<file path="config.mk">
export PLATFORM = sky130hd
export DESIGN_NAME = alu_4_arbiter
export DESIGN_NICKNAME = d
export VERILOG_FILES = /design/src/rtl/alu_4_pkg.sv /design/src/rtl/rr_arb_2.sv /design/src/rtl/alu_4_arbiter.sv
export SDC_FILE = /design/constraint.sdc
export NUM_CORES = 1
export LEC_CHECK = 0
export ABC_AREA = 1
export CORE_MARGIN = 10
export CORE_UTILIZATION = 27
export DETAILED_ROUTE_END_ITERATION = 10
export GPL_ROUTABILITY_DRIVEN = 0
export PLACE_DENSITY = 0.67
export SYNTH_ARGS = -nofsm -noshare
export SYNTH_HDL_FRONTEND = slang
export SYNTH_SLANG_ARGS = --single-unit
</file>
<file path="constraint.sdc">
create_clock -name clk -period 1.4 [get_ports clk]
set_input_delay 0.28 -clock clk [delete_from_list [all_inputs] [get_ports clk]]
set_output_delay 0.28 -clock clk [all_outputs]
set_load 0.02 [all_outputs]
</file>
<file path="src/rtl/alu_4_pkg.sv">
// alu_4_pkg: shared select codes, limits and FSM states for the ALU_4 arbiter
package alu_4_pkg;
  localparam int DW_DEF = 4;
  localparam int SW_DEF = 4;
  localparam logic [3:0] SEL_ADD  = 4'd0;
  localparam logic [3:0] SEL_SUB  = 4'd1;
  localparam logic [3:0] SEL_AND  = 4'd2;
  localparam logic [3:0] SEL_OR   = 4'd3;
  localparam logic [3:0] SEL_XOR  = 4'd4;
  localparam logic [3:0] SEL_NAND = 4'd5;
  localparam logic [3:0] SEL_NOR  = 4'd6;
  localparam logic [3:0] SEL_XNOR = 4'd7;
  localparam logic [3:0] SEL_NOT  = 4'd8;
  localparam logic [3:0] SEL_SHL  = 4'd9;
  localparam logic [3:0] SEL_SHR  = 4'd10;
  localparam logic [3:0] SEL_MAX  = SEL_SHR;
  typedef enum logic [1:0] {IDLE, EXEC, RESP} state_t;
endpackage

</file>
<file path="src/rtl/rr_arb_2.sv">
// rr_arb_2: combinational two-way round-robin grant selection
module rr_arb_2 (
  input  logic [1:0] valid,
  input  logic       ptr,
  output logic       grant,
  output logic       grant_valid
);
  assign grant       = (valid == 2'b11) ? ptr : valid[1];
  assign grant_valid = |valid;
endmodule

</file>
<file path="src/rtl/alu_4_arbiter.sv">
// alu_4_arbiter: shares one external ALU_4 between two requesters, tagged response channel
module alu_4_arbiter
  import alu_4_pkg::*;
#(
  parameter int DW    = DW_DEF,
  parameter int SW    = SW_DEF,
  parameter int CNT_W = 8
) (
  input  logic              clk,
  input  logic              rst_n,
  input  logic [1:0]        req_valid,
  output logic [1:0]        req_ready,
  input  logic [2*DW-1:0]   req_a,
  input  logic [2*DW-1:0]   req_b,
  input  logic [2*SW-1:0]   req_sel,
  output logic              rsp_valid,
  input  logic              rsp_ready,
  output logic              rsp_id,
  output logic [DW-1:0]     rsp_y,
  output logic              rsp_carry,
  output logic              rsp_overflow,
  output logic              rsp_err,
  output logic [DW-1:0]     alu_a,
  output logic [DW-1:0]     alu_b,
  output logic [SW-1:0]     alu_sel,
  input  logic [DW-1:0]     alu_y,
  input  logic              alu_carry,
  input  logic              alu_overflow,
  output logic              busy,
  output logic [CNT_W-1:0]  op_count
);
  state_t state, state_nx;
  logic ptr, id, grant, grant_valid, err, accept;
  rr_arb_2 u_arb (
    .valid(req_valid),
    .ptr(ptr),
    .grant(grant),
    .grant_valid(grant_valid)
  );
  assign accept    = (state == IDLE) && grant_valid;
  assign req_ready = accept ? {grant, ~grant} : 2'b00;
  assign rsp_valid = (state == RESP);
  assign busy      = (state != IDLE);
  assign err       = alu_sel > SW'(SEL_MAX);
  always_comb begin
    state_nx = state;
    case (state)
      IDLE:    state_nx = grant_valid ? EXEC : IDLE;
      EXEC:    state_nx = RESP;
      RESP:    state_nx = rsp_ready ? IDLE : RESP;
      default: state_nx = IDLE;
    endcase
  end
  always_ff @(posedge clk or negedge rst_n)
    if (!rst_n) state <= IDLE;
    else state <= state_nx;
  always_ff @(posedge clk or negedge rst_n) begin
    if (!rst_n) begin
      ptr          <= 1'b0;
      id           <= 1'b0;
      alu_a        <= '0;
      alu_b        <= '0;
      alu_sel      <= '0;
      rsp_id       <= 1'b0;
      rsp_y        <= '0;
      rsp_carry    <= 1'b0;
      rsp_overflow <= 1'b0;
      rsp_err      <= 1'b0;
      op_count     <= '0;
    end else begin
      if (accept) begin
        alu_a   <= grant ? req_a[2*DW-1:DW] : req_a[DW-1:0];
        alu_b   <= grant ? req_b[2*DW-1:DW] : req_b[DW-1:0];
        alu_sel <= grant ? req_sel[2*SW-1:SW] : req_sel[SW-1:0];
        id      <= grant;
        ptr     <= ~grant;
      end
      // illegal selects report an error with all result fields forced to zero
      if (state == EXEC) begin
        rsp_id       <= id;
        rsp_err      <= err;
        rsp_y        <= err ? '0 : alu_y;
        rsp_carry    <= !err && alu_carry;
        rsp_overflow <= !err && alu_overflow;
      end
      if (rsp_valid && rsp_ready) op_count <= op_count + CNT_W'(op_count != '1);
    end
  end
endmodule

</file>
==> results of run 1 <==
-- layout make-up --
class / count / area (um^2) / area share [%]
clock buffers: 6 / 82.6 / 3.03
clock inverters: 2 / 10.0 / 0.368
inverters: 17 / 66.3 / 2.44
multi-input cells: 126 / 686 / 25.2
flip-flops and latches: 32 / 806 / 29.6
well taps: 72 / 90.1 / 3.31
repair buffers: 110 / 981 / 36.0
-- worst min path at each step --
| stage | slack (ns) | endpoint | start |
|---|---|---|---|
| 2_1_floorplan | -0.02 | alu_a[0] | rst_n |
| 3_5_place_dp | 0.21 | alu_a[0] | rst_n |
| 4_1_cts | 0.46 | ptr | rst_n |
| 5_1_grt | 0.48 | ptr | rst_n |
| 3_3_place_gp | 0.21 | alu_b[3] | rst_n |
| 6_report | 0.44 | ptr | rst_n |
-- logic make-up after synthesis --
group | count (synthesis) | share of synthesized area, %
buffers and inverters | 22 | 7.18
AOI/OAI and AO/OA | 9 | 4.89
DFF | 32 | 52.2
and+or+nand+nor | 113 | 33.0
xor gates and xnor gates | 2 | 1.14
adders and majority gates | 2 | 1.63
-- synth_stat cells --
library cell  number
buf_2              2
ha_1               2
inv_2              4
nor2_1            11
nor2_2             2
o21ai_0            3
o21ai_2            1
o21ai_4            1
nand2_4            1
xnor2_1            1
o21ai_1            1
a21oi_2            1
a21oi_1            1
nand3_1           43
xor2_1             1
inv_4              1
a21oi_4            1
dfrtp_1           32
inv_1             12
nand2_2            1
nand2_1           51
buf_6              3
nor2_4             1
nand4_1            1
nor3_1             2
-- state kept, by name (all words and copies together) (netlist names) --
register / flops
alu_a: 4
alu_b: 4
alu_sel: 4
id: 1
op_count: 8
ptr: 1
rsp_carry: 1
rsp_err: 1
rsp_id: 1
rsp_overflow: 1
rsp_y: 4
state: 2
-- layout by cell type, fill, tap and decap left out, drive strengths merged --
master and n:
nand2 53, buf 50, nand3 43, dfrtp 32, clkdlybuf4s50 31, dlygate4sd2 22, inv 17, nor2 14
clkbuf 10, o21ai 6, a21oi 3, clkinv 2, clkdlybuf4s15 2, nor3 2, ha 2, nand4 1
xor2 1, xnor2 1, dlygate4sd3 1
-- layer usage --
metal	up-vias	GRT usage, %	part of all wire [%]
met5	-	0	0
met4	0	4.79	1.9
met3	10	5.18	11
met2	52	17.0	45
met1	705	11.9	41
li1	807	-	-
-- where the power goes --
group | switching, mW | total (mW) | internal (mW)
Clock | 0.335 | 0.726 | 0.392
Combinational | 1.61 | 2.90 | 1.28
Sequential | 0.210 | 1.52 | 1.31
Total | 2.16 | 5.15 | 2.99
-- timing repair --
| item | CTS | global route |
|---|---|---|
| hold buffers | 1 | 0 |
| gates cloned | 0 | 0 |
| resized for setup | 70 | 20 |
| setup endpoints to repair | 39 | 16 |
| hold endpoints to repair | 13 | 0 |
| setup buffers | 4 | 5 |
| pin swaps | 6 | 9 |
==> results by stage, run 1 <==
Status:
- The run finished, with violations left.
- The final reports fail on setup timing.

Drt:
- The via count normalized by instance count is ~4.3.
- Dividing the detail-routed wire length by the instance count gives around 13 um.
- The aggregate routed wire length is 4710 um.
- The total via count after detailed routing is 1,574.
- The count of routing violations after the opening detailed-route iteration is 76.
- The number of antenna-violating nets in the routed design is 0.
- The first TritonRoute pass finished after 4 iterations.
- The DRC violation count after routing is 0.

Worst setup path:
- The kind of critical path is flip-flop to flip-flop.
- The signal arrival time at the worst endpoint is between 1.5 and 2 ns.
- The critical path contains buffers and inverters numbering 2 combined.
- The startpoint identified for the worst register-to-register timing path is op_count[4].
- By instance count, the cell type seen most on the critical path is nor2_1.
- The setup slack of the most critical reg-to-reg path is -0.21 ns.
- The critical path runs through a total of 12 cells.
- The signal on the critical path passes through nand2_2, inv_2, nand2_2, nor2_1, nand3_1, ha_2, ha_4, nand4_1, buf_6, nor2_4, nor2_1, nor2_1.
- For this run, the slowest stage of the critical path takes 0.41 ns.
- Along the worst path, the maximum fanout reaches 4.
- The critical-path cell with the highest stage delay is dfrtp_2.
- The worst setup path is launched from a flip-flop.
- Measured in cells, the most critical reg-to-reg path has a length of 12.
- The end of the critical path is op_count[4].
- The critical path's top delay family is simple AND/OR/NAND/NOR gates.
- The origin of the worst setup path is op_count[4].
- STA puts the critical path data required time at 1.61 ns.
- STA classifies the critical path endpoint as a flip-flop.
- The worst register-to-register path ends at op_count[4].

Timing:
- The total count of hold-check failures in the final report is 0.
- The worst pin sits at a relative slew slack of 76.3%.
- The final setup skew is around 0.0077 ns.
- Setup repair after global routing could not meet its margin everywhere.
- The count of final setup violators is 7.
- At the pin with the least slew margin, the transition time is between 0.3 and 0.4 ns.
- Dividing the final minimum period by the clock period gives 115%.
- After layout, the worst setup slack is -0.209 ns.
- Counting I/O delays and the setup requirement, the final critical path takes approximately 1.6 ns.
- The tightest hold path in the finished design has a slack of 0.439 ns.
- The number of pins exceeding their max-slew limit in the final report is 0.
- The maximum frequency from static timing analysis is roughly 0.62 GHz.
- The total negative setup slack is -0.822 ns.

GRT:
- The first global-routing pass estimated ~7600 um of wire.
- The global-route congestion overflow total is 0.
- The pin count of the biggest net entering global routing is 20.
- Global routing consumed, over all layers together, 10.7% of the routing resources.
- The number of global-route vias before repair is ~1,700.
- The number of antenna violations at the first check in global routing is 0.

Yosys:
- The synthesized design spends more area on one cell type than any other, namely dfrtp_1.
- Counting flops and latches in the post-synthesis netlist gives 32.
- In the synthesized netlist, the number of instances is 180.
- Sorting the synthesized cells by area gives the leading types as dfrtp_1, nand3_1, nand2_1.
- The portion of synthesized cell area occupied by the leading cell type is between 50 and 60%.
- The synthesized cell area is about 1500 um^2.
- The sequential share of the synthesized area is 52.2%.
- The post-synthesis net count is around 220.
- The synthesized area per cell is 8.52 um^2.
- The synthesized netlist contains 25 unique library cells.
- The number of synthesis warnings is 0.

Clocking:
- The cell sitting at the root of the clock tree is a clkbuf_8.
- Clock-pin slew was measured on the worst setup and hold paths at about 0.070 ns.
- The TritonCTS buffer count is 5.
- The later-pin clock latency in the skew report is between 0.2 and 0.3 ns.
- TritonCTS built the clock tree.
- The number of buffers on the longest clock path is 2.
- The clock net in this run drives a total of 32 sinks.
- In this run the number of H-tree levels came out at 2.

Power:
- The power density of the placed cells is 1890 nW/um^2.
- The post-layout total power is roughly 5 mW.
- In this run the static leakage power is roughly 1.3 nW.
- Across the VDD grid, the largest voltage drop is 887 uV.

Final layout:
- The layout has 542 filler cells.
- After the flow finishes, the layout carries non-filler instances totaling about 370.
- The final layout contains 329 nets.
- The number of antenna diodes in the final layout is 0.
- The area added between synthesis and finish is 77.4%.
- Measured on the finished design, the core utilization comes to between 40 and 50%.
- The post-route netlist has roughly a third of its cells at a drive strength greater than 1.
- The cell area after layout is approximately 2700 um^2.

Place:
- The count of input and output buffers is 66.
- The placed wire-length estimate is between 3000 and 4000 um.
- The cell area reported after detailed placement is between 2000 and 3000 um^2.
- The number of placed instances, taps included, is 347.
- The post-placement setup slack is -0.656 ns.

Floorplan:
- The floorplan step defined a core boundary enclosing 5510 um^2.
- The top-level I/O count is 67.
- The x dimension of the die is approximately 95 um.
- The initial cell density of the core is about 28%.
- The area enclosed by the die boundary is roughly 9000 um^2.
- The row count is 27.
- The die height is 95.4 um.

Hold path:
- The classification of the worst-slack hold path is input pin to asynchronous set/reset pin.

Flow run:
- The max-capacitance violation count is 0.
(Power assumes the default switching activity.)
==> run 2, diff against run 1 <==
--- a/config.mk
+++ b/config.mk
@@ -11,6 +11,7 @@
 export DETAILED_ROUTE_END_ITERATION = 10
 export GPL_ROUTABILITY_DRIVEN = 0
 export PLACE_DENSITY = 0.67
+export RECOVER_POWER = 100
 export SYNTH_ARGS = -nofsm -noshare
 export SYNTH_HDL_FRONTEND = slang
 export SYNTH_SLANG_ARGS = --single-unit
==> run 2 against run 1 <==
Against the previous run: the run still ends with setup timing left; combinational power decreased by 4%; die area unchanged; flip-flop and latch count unchanged; register-to-register slack about the same; critical endpoint unchanged; core utilization decreased by 0.84 points; clock skew about the same.
==> results by stage, run 2 (synthesized netlist as in run 1, its figures left out) <==
Status:
- The flow ran to the end, but the final reports show violations.
- The checks that failed: setup timing.

Place:
- The count of input and output buffers came to 66 (unchanged).
- The placed wire-length estimate is 3560 um (unchanged).

GRT:
- The global-route congestion overflow total is 0 (unchanged).
- The combined global-route utilization of all metal layers is 10.7% (unchanged).
- The number of antenna violations at the first check in global routing came to 0 (unchanged).
- The number of global-route vias before repair is 1,663 (unchanged).
- The pin count of the biggest net entering global routing is 20 (unchanged).
- The first-pass GRT wire length is 7630 um (unchanged).

Worst setup path:
- The worst setup path is captured at a flip-flop.
- The highest fanout seen on the critical path is 4 (unchanged).
- The required arrival time at the worst endpoint is 1.61 ns (about the same).
- The origin of the worst setup path is op_count[4].
- The capturing point of the worst reg2reg path is op_count[4].
- The worst setup path is launched from a flip-flop.
- The kind of critical path is flip-flop to flip-flop.
- The depth of the worst register-to-register path is 12 (unchanged).
- The startpoint identified for the worst register-to-register timing path is op_count[4].
- The setup slack of the most critical reg-to-reg path is -0.21 ns (about the same).
- The signal arrival time at the worst endpoint came to 1.82 ns (about the same).

Power:
- The switching power came to 2.15 mW (-0.58%).
- The static leakage was 1.30 nW (-2.4%).
- The power density of the placed cells was 1880 nW/um^2 (-0.50%).
- The clock network power share is 14.4% (+0.3 points).
- The sequential fraction of design power is 30.2% (+0.6 points).
- The post-layout total power is 5.03 mW (-2.2%).
- The worst ir drop on vdd came to 887 uV (about the same).
- The internal power is 2.89 mW (-3.4%).
- The share of total power consumed by net switching came to 42.6% (+0.69 points).
- The combinational group share of total power is 55.3% (-1.0 points).

Final layout:
- The fraction of final layout cells with drive strength greater than 1 is 29.4% (-3.1 points).
- The utilization after layout was 48.6% (-0.84 points).
- The register bank with the most flops is op_count.
- The most common cell after layout, fill and taps aside is nand2_1.
- The number of inserted diodes is 0 (unchanged).
- Leaving out fill and tap cells, the most frequent cells in the layout are nand2_1, nand3_1, buf_4, clkdlybuf4s50_1, dfrtp_1.
- The total area of sequential cells was 806 um^2 (unchanged).
- The area of combinational cells with multiple inputs came to 683 um^2 (-0.37%).
- The number of nets in the final layout is 329 (unchanged).
- From synthesis to final layout, the design area changed by 74.4%.
- The count of fill cells added during filler insertion was 551 (+1.7%).
- The number of flip-flops in the largest register was 8 (unchanged).

Timing:
- The smallest setup slack after layout is -0.209 ns (+0.000416 ns).
- The final critical-path share of the clock period was 115% (about the same).
- Setup repair after global routing could not meet its margin everywhere.
- The maximum frequency from static timing analysis was 0.622 GHz (about the same).
- The total negative setup slack is -0.869 ns (-0.0473 ns).
- The measured slew at the worst slew-check pin is 0.782 ns (+0.426 ns).
- The total count of hold-check failures in the final report came to 0 (unchanged).
- The worst slew margin relative to its limit came to 47.9% (-28 points).
- The number of pins exceeding their max-slew limit in the final report is 0 (unchanged).
- The final critical path time including I/O delays and setup is 1.61 ns (-0.000416 ns).
- The final setup skew is 0.00752 ns (-0.000145 ns).
- The count of final setup violators is 8 (+1).

Clocking:
- The TritonCTS buffer count is 5 (unchanged).
- The clock-pin slew on the worst setup and hold paths is 0.06 ns (about the same).
- TritonCTS built the clock tree.
- The count of H-tree levels built during CTS is 2 (unchanged).
- The later-pin clock latency in the skew report came to 0.29 ns (about the same).
- The library cell used as clock root buffer is clkbuf_8.
- The CTS sink count is 32 (unchanged).
- The number of buffers on the longest clock path is 2 (unchanged).

Drt:
- The DRC violation count after routing is 0 (unchanged).
- The aggregate routed wire length is 4750 um (+0.98%).
- The total via count after detailed routing came to 1,575 (+0.064%).
- The via count normalized by instance count is 4.32 (about the same).
- The number of detailed-routing iterations run before antenna repair is 4 (unchanged).
- The routed wirelength normalized by instance count is 13.0 um (+0.98%).
- The count of routing violations after the opening detailed-route iteration came to 59 (-22%).
- The number of antenna-violating nets in the routed design is 0 (unchanged).

Floorplan:
- The initial cell density of the core was 27.9% (unchanged).
- The row count came to 27 (unchanged).
- The die height is 95.4 um (unchanged).
- The area enclosed by the die boundary is 9100 um^2 (unchanged).
- The x dimension of the die is 95.4 um (unchanged).
- The top-level I/O count is 67 (unchanged).
- The core region area is 5510 um^2 (unchanged).

Hold path:
- The worst hold path begins at rsp_y[1].
- The classification of the worst-slack hold path is flip-flop to flip-flop.
- The cell depth of the worst min-delay path is 2.
- The sink of the worst hold path is rsp_y[1].

Flow run:
- The max-capacitance violation count was 0 (unchanged).
[run 2: cell types whose count changed in the layout (fill, tap and decap cells not counted), moves of 2 or more]
cell and delta:
clkbuf_1 +7, buf_12 -2, buf_4 -2, clkbuf_2 -2
[run 2: timing repair]
action	in CTS	in global routing
setup buffers	4	5
pin swaps	6	9
endpoints found under the setup margin	39	16
endpoints found under the hold margin	13	0
hold buffers	1	0
gates resized for setup	70	20
[run 2: power by group through the flow]
| stage | Combinational, mW | Clock [mW] | Sequential [mW] |
|---|---|---|---|
| 2_1_floorplan | 1.07 | 0 | 1.97 |
| 3_3_place_gp | 2.99 | 0 | 1.53 |
| 3_5_place_dp | 3.00 | 0 | 1.54 |
| 4_1_cts | 2.86 | 0.755 | 1.52 |
| 5_1_grt | 3.07 | 0.808 | 1.58 |
| 6_report | 2.79 | 0.726 | 1.52 |
[run 2: layer usage]
layer / wire length, um / GRT usage, %
met2: 2150 / 17.0
met4: 90 / 4.79
met1: 1980 / 11.9
met5: 0 / 0
met3: 528 / 5.18
[run 2: worst max-delay path by stage]
stage	end	slack, ns	depth (start not counted)
after floorplan	op_count[6]	-0.18	11
after global placement	req_ready[1]	-0.63	6
after detailed placement	req_ready[1]	-0.66	6
after CTS	op_count[4]	-0.20	12
after global routing	op_count[6]	-0.32	12
final	op_count[4]	-0.21	12
[run 2: critical path, cell delays in order (launching register included)]
cell	delay, ns
dfrtp_2	0.41
nand2_2	0.09
inv_2	0.04
nand2_2	0.05
nor2_1	0.04
nand3_1	0.07
ha_2	0.21
ha_4	0.12
nand4_1	0.12
buf_6	0.18
nor2_4	0.07
nor2_1	0.04
nor2_1	0.10
[run 2: through the flow]
| stage | cells | hold slack [ns] | worst slack, ns | instance area [um^2] |
|---|---|---|---|---|
| finish | 365 | 0.476 | -0.209 | 2680 |
| global route | 365 | 0.505 | -0.316 | 2680 |
| CTS | 360 | 0.461 | -0.198 | 2670 |
| detailed placement | 347 | 0.213 | -0.656 | 2530 |
| global placement | 347 | 0.208 | -0.635 | 2530 |
| floorplan | 180 | -0.0156 | -0.181 | 1550 |
[run 2: layout make-up]
class	count	share of cell area [%]
timing repair buffer	110	35.0
sequential	32	30.1
multi-input combinational	126	25.5
tap	72	3.37
clock buffer	6	3.09
inverter	17	2.48
clock inverter	2	0.374
